===== src/rtl/oam_dma_ctrl_pkg.sv =====
// Shared types and constants for the OAM DMA controller.
// Optional build macro used by the controller: OAM_DMA_CPU_BLOCK_EN.
package oam_dma_ctrl_pkg;

  typedef enum logic [1:0] {
    DMA_IDLE,
    DMA_START,
    DMA_XFER,
    DMA_DRAIN
  } dma_state_t;

  localparam logic [15:0] HRAM_BASE      = 16'hFF80;
  localparam logic [15:0] HRAM_TOP       = 16'hFFFE;
  localparam logic [15:0] OAM_BASE       = 16'hFE00;
  localparam logic [7:0]  ECHO_FOLD_MASK = 8'hDF;

  // Pages E0-FF mirror C0-DF, so the source page is folded down.
  function automatic logic [7:0] fold_src_hi(input logic [7:0] reg_val);
    return (reg_val >= 8'hE0) ? (reg_val & ECHO_FOLD_MASK) : reg_val;
  endfunction

endpackage


===== src/rtl/oam_dma_ctrl_if.sv =====
// CPU-side, system-bus, HRAM and OAM signals of the OAM DMA controller.
// master = the controller, slave = the surrounding system.
interface oam_dma_ctrl_if;
  logic [15:0] cpu_addr;
  logic        cpu_rd;
  logic        cpu_wr;
  logic [7:0]  cpu_wdata;
  logic [7:0]  cpu_rdata;
  logic [15:0] bus_addr;
  logic        bus_rd;
  logic        bus_wr;
  logic [7:0]  bus_wdata;
  logic [7:0]  bus_rdata;
  logic [6:0]  hram_addr;
  logic        hram_rd;
  logic        hram_wr;
  logic [7:0]  hram_wdata;
  logic [7:0]  hram_rdata;
  logic [7:0]  oam_addr;
  logic        oam_we;
  logic [7:0]  oam_wdata;
  logic        dma_active;

  modport master (
    input  cpu_addr, cpu_rd, cpu_wr, cpu_wdata, bus_rdata, hram_rdata,
    output cpu_rdata, bus_addr, bus_rd, bus_wr, bus_wdata,
           hram_addr, hram_rd, hram_wr, hram_wdata,
           oam_addr, oam_we, oam_wdata, dma_active
  );

  modport slave (
    output cpu_addr, cpu_rd, cpu_wr, cpu_wdata, bus_rdata, hram_rdata,
    input  cpu_rdata, bus_addr, bus_rd, bus_wr, bus_wdata,
           hram_addr, hram_rd, hram_wr, hram_wdata,
           oam_addr, oam_we, oam_wdata, dma_active
  );
endinterface


===== src/rtl/oam_dma_ctrl.sv =====
// OAM DMA sequencer and CPU/DMA bus arbiter. Define OAM_DMA_CPU_BLOCK_EN to give
// the DMA absolute bus ownership during XFER; otherwise the CPU wins and the DMA stalls.
module oam_dma_ctrl
  import oam_dma_ctrl_pkg::*;
#(
  parameter int          DMA_LEN      = 160,
  parameter int          START_DELAY  = 1,
  parameter logic [15:0] DMA_REG_ADDR = 16'hFF46
) (
  input logic            clk,
  input logic            rst_n,
  oam_dma_ctrl_if.master io
);

  localparam int DLY_W = (START_DELAY > 1) ? $clog2(START_DELAY) : 1;
  localparam logic [DLY_W-1:0] DLY_LAST = DLY_W'(START_DELAY - 1);
  localparam logic [7:0]       IDX_LAST = 8'(DMA_LEN - 1);

  dma_state_t       state_reg;
  logic [7:0]       dma_reg;
  logic [7:0]       idx_reg;
  logic [DLY_W-1:0] dly_reg;
  logic             pend_valid_reg;
  logic [7:0]       pend_idx_reg;
  logic [7:0]       pend_data_reg;
  logic             active_reg;

  logic       is_hram, is_dreg, cpu_rd_eff, cpu_bus_req, cpu_bus_grant;
  logic       in_xfer, dma_go, dreg_wr;
  logic [7:0] src_hi;

  assign src_hi = fold_src_hi(dma_reg);

  always_comb begin
    is_hram     = (io.cpu_addr >= HRAM_BASE) && (io.cpu_addr <= HRAM_TOP);
    is_dreg     = (io.cpu_addr == DMA_REG_ADDR);
    cpu_rd_eff  = io.cpu_rd & ~io.cpu_wr;
    cpu_bus_req = (io.cpu_rd | io.cpu_wr) & ~is_hram & ~is_dreg;
    in_xfer     = (state_reg == DMA_XFER);
    dreg_wr     = io.cpu_wr & is_dreg;
`ifdef OAM_DMA_CPU_BLOCK_EN
    cpu_bus_grant = cpu_bus_req & ~in_xfer;
    dma_go        = in_xfer;
`else
    cpu_bus_grant = cpu_bus_req;
    dma_go        = in_xfer & ~cpu_bus_req;
`endif

    io.bus_addr  = io.cpu_addr;
    io.bus_rd    = 1'b0;
    io.bus_wr    = 1'b0;
    io.bus_wdata = io.cpu_wdata;
    if (dma_go) begin
      io.bus_addr = {src_hi, idx_reg};
      io.bus_rd   = 1'b1;
    end else if (cpu_bus_grant) begin
      io.bus_rd = cpu_rd_eff;
      io.bus_wr = io.cpu_wr;
    end

    // HRAM starts on a 128-byte boundary, so the offset is the low address bits.
    io.hram_addr  = io.cpu_addr[6:0];
    io.hram_rd    = is_hram & cpu_rd_eff;
    io.hram_wr    = is_hram & io.cpu_wr;
    io.hram_wdata = io.cpu_wdata;

    io.cpu_rdata = 8'hFF;
    if (cpu_rd_eff) begin
      if (is_hram)            io.cpu_rdata = io.hram_rdata;
      else if (is_dreg)       io.cpu_rdata = dma_reg;
      else if (cpu_bus_grant) io.cpu_rdata = io.bus_rdata;
    end
  end

  always_ff @(posedge clk) begin
    if (!rst_n) begin
      state_reg      <= DMA_IDLE;
      dma_reg        <= 8'h00;
      idx_reg        <= 8'h00;
      dly_reg        <= '0;
      pend_valid_reg <= 1'b0;
      pend_idx_reg   <= 8'h00;
      pend_data_reg  <= 8'h00;
      active_reg     <= 1'b0;
    end else begin
      pend_valid_reg <= dma_go;
      if (dma_go) begin
        pend_data_reg <= io.bus_rdata;
        pend_idx_reg  <= idx_reg;
      end
      case (state_reg)
        DMA_IDLE: ;
        DMA_START: begin
          dly_reg <= dly_reg + 1'b1;
          if (dly_reg == DLY_LAST) state_reg <= DMA_XFER;
        end
        DMA_XFER: begin
          if (dma_go) begin
            idx_reg <= idx_reg + 8'd1;
            if (idx_reg == IDX_LAST) state_reg <= DMA_DRAIN;
          end
        end
        DMA_DRAIN: begin
          state_reg  <= DMA_IDLE;
          active_reg <= 1'b0;
        end
        default: state_reg <= DMA_IDLE;
      endcase
      // A trigger write (re)starts the sequence from any state.
      if (dreg_wr) begin
        dma_reg    <= io.cpu_wdata;
        idx_reg    <= 8'h00;
        dly_reg    <= '0;
        state_reg  <= DMA_START;
        active_reg <= 1'b1;
      end
    end
  end

  assign io.oam_we     = pend_valid_reg;
  assign io.oam_addr   = pend_idx_reg;
  assign io.oam_wdata  = pend_data_reg;
  assign io.dma_active = active_reg;

endmodule

===== src/flat_wrapper.sv =====
// flat-port wrapper written by rule: the top's interface ports become plain ports
module oam_dma_ctrl_flat import oam_dma_ctrl_pkg::*;
#(
  parameter int          DMA_LEN      = 160,
  parameter int          START_DELAY  = 1,
  parameter logic [15:0] DMA_REG_ADDR = 16'hFF46
)
  (clk, rst_n, io_cpu_addr, io_cpu_rd, io_cpu_wr, io_cpu_wdata, io_bus_rdata, io_hram_rdata, io_cpu_rdata, io_bus_addr, io_bus_rd, io_bus_wr, io_bus_wdata, io_hram_addr, io_hram_rd, io_hram_wr, io_hram_wdata, io_oam_addr, io_oam_we, io_oam_wdata, io_dma_active);
  oam_dma_ctrl_if io_i ();
  input logic clk;
  input logic rst_n;
  input wire logic [$bits(io_i.cpu_addr)-1:0] io_cpu_addr;
  input wire logic [$bits(io_i.cpu_rd)-1:0] io_cpu_rd;
  input wire logic [$bits(io_i.cpu_wr)-1:0] io_cpu_wr;
  input wire logic [$bits(io_i.cpu_wdata)-1:0] io_cpu_wdata;
  input wire logic [$bits(io_i.bus_rdata)-1:0] io_bus_rdata;
  input wire logic [$bits(io_i.hram_rdata)-1:0] io_hram_rdata;
  output wire logic [$bits(io_i.cpu_rdata)-1:0] io_cpu_rdata;
  output wire logic [$bits(io_i.bus_addr)-1:0] io_bus_addr;
  output wire logic [$bits(io_i.bus_rd)-1:0] io_bus_rd;
  output wire logic [$bits(io_i.bus_wr)-1:0] io_bus_wr;
  output wire logic [$bits(io_i.bus_wdata)-1:0] io_bus_wdata;
  output wire logic [$bits(io_i.hram_addr)-1:0] io_hram_addr;
  output wire logic [$bits(io_i.hram_rd)-1:0] io_hram_rd;
  output wire logic [$bits(io_i.hram_wr)-1:0] io_hram_wr;
  output wire logic [$bits(io_i.hram_wdata)-1:0] io_hram_wdata;
  output wire logic [$bits(io_i.oam_addr)-1:0] io_oam_addr;
  output wire logic [$bits(io_i.oam_we)-1:0] io_oam_we;
  output wire logic [$bits(io_i.oam_wdata)-1:0] io_oam_wdata;
  output wire logic [$bits(io_i.dma_active)-1:0] io_dma_active;
  assign io_i.cpu_addr = io_cpu_addr;
  assign io_i.cpu_rd = io_cpu_rd;
  assign io_i.cpu_wr = io_cpu_wr;
  assign io_i.cpu_wdata = io_cpu_wdata;
  assign io_i.bus_rdata = io_bus_rdata;
  assign io_i.hram_rdata = io_hram_rdata;
  assign io_cpu_rdata = io_i.cpu_rdata;
  assign io_bus_addr = io_i.bus_addr;
  assign io_bus_rd = io_i.bus_rd;
  assign io_bus_wr = io_i.bus_wr;
  assign io_bus_wdata = io_i.bus_wdata;
  assign io_hram_addr = io_i.hram_addr;
  assign io_hram_rd = io_i.hram_rd;
  assign io_hram_wr = io_i.hram_wr;
  assign io_hram_wdata = io_i.hram_wdata;
  assign io_oam_addr = io_i.oam_addr;
  assign io_oam_we = io_i.oam_we;
  assign io_oam_wdata = io_i.oam_wdata;
  assign io_dma_active = io_i.dma_active;
  oam_dma_ctrl #(.DMA_LEN(DMA_LEN), .START_DELAY(START_DELAY), .DMA_REG_ADDR(DMA_REG_ADDR)) u_core (.clk(clk), .rst_n(rst_n), .io(io_i));
endmodule

===== config.mk =====
export PLATFORM = sky130hd
export DESIGN_NAME = oam_dma_ctrl_flat
export DESIGN_NICKNAME = d
export VERILOG_FILES = /design/src/rtl/oam_dma_ctrl_pkg.sv /design/src/rtl/oam_dma_ctrl_if.sv /design/src/rtl/oam_dma_ctrl.sv /design/src/flat_wrapper.sv
export SDC_FILE = /design/constraint.sdc
export NUM_CORES = 1
export LEC_CHECK = 0
export BUFFER_PORTS_ARGS = -buffer_cell sky130_fd_sc_hd__buf_2
export CORE_MARGIN = 2
export CORE_UTILIZATION = 25
export CTS_CLUSTER_DIAMETER = 80
export DETAILED_ROUTE_END_ITERATION = 10
export HOLD_SLACK_MARGIN = 0.02
export PLACE_DENSITY = 0.49
export REMOVE_ABC_BUFFERS = 1
export SLEW_MARGIN = 10
export SYNTH_ARGS = -nofsm -noshare
export SYNTH_HDL_FRONTEND = slang
export SYNTH_SLANG_ARGS = --single-unit

===== constraint.sdc =====
create_clock -name clk -period 2.7 [get_ports clk]
set_input_delay 0.135 -clock clk [delete_from_list [all_inputs] [get_ports clk]]
set_output_delay 0.135 -clock clk [all_outputs]
set_load 0.03 [all_outputs]

==> metrics.yaml <==
die:
  die_w_um: 95.2
  io_pins: 113
  die-area_um2: 9070
  coreArea_um2: 8130
  rows: 33
  die_h_um: 95.2
  initial_utilization: 0.256
clock_network:
  cts_buffers: 5
  cts.sinks: 37
  clock_latency_ns: 0.28
  cts_resized: 0
  tritoncts: "yes"
  cts_hold_buf: 0
  post_cts.repair.setup_buffers: 0
  clockRootBuffer: "clkbuf_8"
  clk_pin_slew_ns: 0.07
  cts_buffer_depth: 2
  htreeDepth: 2
critical_path:
  startpoint: "io_cpu_addr[9]"
  reg2reg_depth: 5
  r2r-end: "u_core.idx_reg[3]"
  worstPathCellList: "buf_2 -> and4_1 -> o2111ai_2 -> buf_4 -> nand3_1 -> nor2_1 -> o21ai_0 -> buf_2"
  endpoint_kind: "output port"
  critPathTopFamily: "simple AND/OR/NAND/NOR gates"
  worstSetupStartpointType: "input pin"
  cp.arrival_ns: 1.96
  crit_path_end: "io_cpu_rdata[4]"
  cpPeakStageDelay_ns: 0.34
  reg2reg_from: "u_core.state_reg[0]"
  cp.required_ns: 2.57
  worstSetupPathType: "input pin to output port"
  cp_max_fo: 11
  cp.depth: 8
  crit_buf_inv: 3
  critPathMostFrequentCell: "buf_2"
  critPathSlowestCell: "and4_1"
  reg2reg_slack_ns: 0.99
timing:
  rsz0062_at_grt: "false"
  min_period_ns: 2.09
  setup_violations: 0
  setup_tns_ns: 0
  maxSlewViolCount: 0
  fin_worst_skew_ns: 0.00461
  worst_pin_slew_ns: 0.653
  slew_headroom: 0.563
  finalHoldViolations: 0
  max_freq_ghz: 0.478
  fin_crit_sh: 0.776
finish:
  antennaDiodeCount: 0
  final_nets: 414
  final_util: 0.327
  area_delta_synth_final_pct: 28.0
  mostFrequentLayoutCell: "buf_2"
  fillers: 936
  drive_gt1_frac: 0.357
  stdcell_area_um2: 2660
  layout_common_cells: "buf_2 (112), nand2_1 (92), dfxtp_1 (37), nand3_1 (23), nor2_1 (17)"
place:
  dp_hpwl_um: 5190
  port_buffers: 112
  place_congestion: 0.793
  placed_area_um2: 2580
power:
  ir_drop_mv: 0.145
  power.leakage_nw: 1.24
  power-per-cell-area_nw_per_um2: 421
grt:
  use_met3: 0.0308
  grt_pass1_wl_um: 10100
  antenna_found_initial: 0
  gr-usage-all-layers: 0.143
  grt_start_max_net_pins: 24
  grt.overflow.total: 0
  grt_pass1_vias: 2008
  met1_usage: 0.200
  grt_use_met2: 0.226
  grt_busiest_layer: "met2"
drt:
  wl_per_cell_um: 13.9
  viasPerCell: 4.62
  firstDrtPassIters: 4
  drc: 0
  ant_nets: 0
  routed_wl_um: 6590
  vias: 2196
  dr.first_iter.drc_count: 105
job:
  cap_violations: 0
logic_synthesis:
  synthesis.area_um2: 2080
  ys_seq_area_frac: 0.356
  ys_types: 35
  avgSynthCellArea_um2: 7.38
  syn_inst: 282
  ys_ff_latch: 37
  yosysWarningCount: 0
outcome:
  outcome: "completed"
worst_hold_path:
  min_path_type: "input pin to register"
## layout make-up
type	count	area (um2)	area share
flip-flops and latches	37	741	0.278
repair buffers	117	611	0.229
clock inverters	2	10.0	0.00376
clock buffers	6	72.6	0.0272
well taps	105	131	0.0493
inverters	1	3.75	0.00141
multi-input cells	207	1090	0.411
## how the worst min path moves through the flow
stage                          from                      to  slack [ns]  cells past startpoint
finish              io_bus_rdata[1]  u_core.io.oam_wdata[1]        0.08                      3
global route        io_bus_rdata[5]  u_core.io.oam_wdata[5]        0.08                      3
CTS                 io_bus_rdata[1]  u_core.io.oam_wdata[1]        0.08                      3
detailed placement  io_bus_rdata[1]  u_core.io.oam_wdata[1]        0.38                      3
global placement    io_bus_rdata[1]  u_core.io.oam_wdata[1]        0.37                      3
floorplan                     rst_n        u_core.io.oam_we        0.26                      1
## power breakdown
part	total, mW	switching (mW)	internal [mW]
sequential	0.545	0.00000148	0.545
clock	0.372	0.193	0.179
combinational	0.205	0.141	0.0633
## worst reg2reg max path: stages, from the launching register on
cell	delay, ns
dfxtp_1	0.33
nand2b_1	0.20
a31o_1	0.37
buf_4	0.26
or3_1	0.35
a21oi_1	0.13
## cells in the mapped netlist (all sizes together)
cell / n / area [um2]
o2111ai: 1 / 15.0
or2: 3 / 18.8
nand2b: 2 / 12.5
nand4: 3 / 33.8
o221a: 1 / 11.3
inv: 1 / 3.75
and4b: 1 / 10.0
and4: 2 / 17.5
nor4: 1 / 21.3
o21ai: 10 / 50.1
clkbuf: 5 / 18.8
a311oi: 3 / 26.3
xnor2: 6 / 52.6
o221ai: 2 / 17.5
and2: 1 / 6.26
a21boi: 17 / 128
a31o: 1 / 8.76
or3: 2 / 12.5
nor2b: 3 / 18.8
ha: 1 / 12.5
o2111a: 1 / 11.3
a21oi: 6 / 30.0
nand3: 23 / 115
buf: 32 / 223
nor2: 17 / 63.8
o22ai: 6 / 37.5
a31oi: 2 / 18.8
nand2: 92 / 345
dfxtp: 37 / 741
## routing by layer
metal	part of all wire	vias up
li1	-	1106
met1	0.47	983
met2	0.44	103
met3	0.084	4
met4	0.0090	0
met5	0	-
## cells by family (layout without fill, tap and decap cells)
group / after synthesis / count (layout) / synth area share
AOI/OAI and AO/OA: 50 / 50 / 0.170
xor gates and xnor gates: 6 / 6 / 0.0253
adders and majority gates: 1 / 1 / 0.00601
buffers and inverters: 38 / 126 / 0.118
DFF: 37 / 37 / 0.356
and+or+nand+nor: 150 / 150 / 0.325
## per-stage QoR
stage          setup WS [ns]  hold WS [ns]  power, mW  instances
2_1_floorplan          0.458         0.257      0.630        245
3_3_place_gp           0.524         0.369      0.764        467
3_5_place_dp           0.508         0.382      0.764        467
4_1_cts                0.619        0.0801       1.14        475
5_1_grt                0.450        0.0830       1.18        475
6_report               0.606        0.0828       1.12        475
Note: power is estimated with default switching activity, not from simulation.
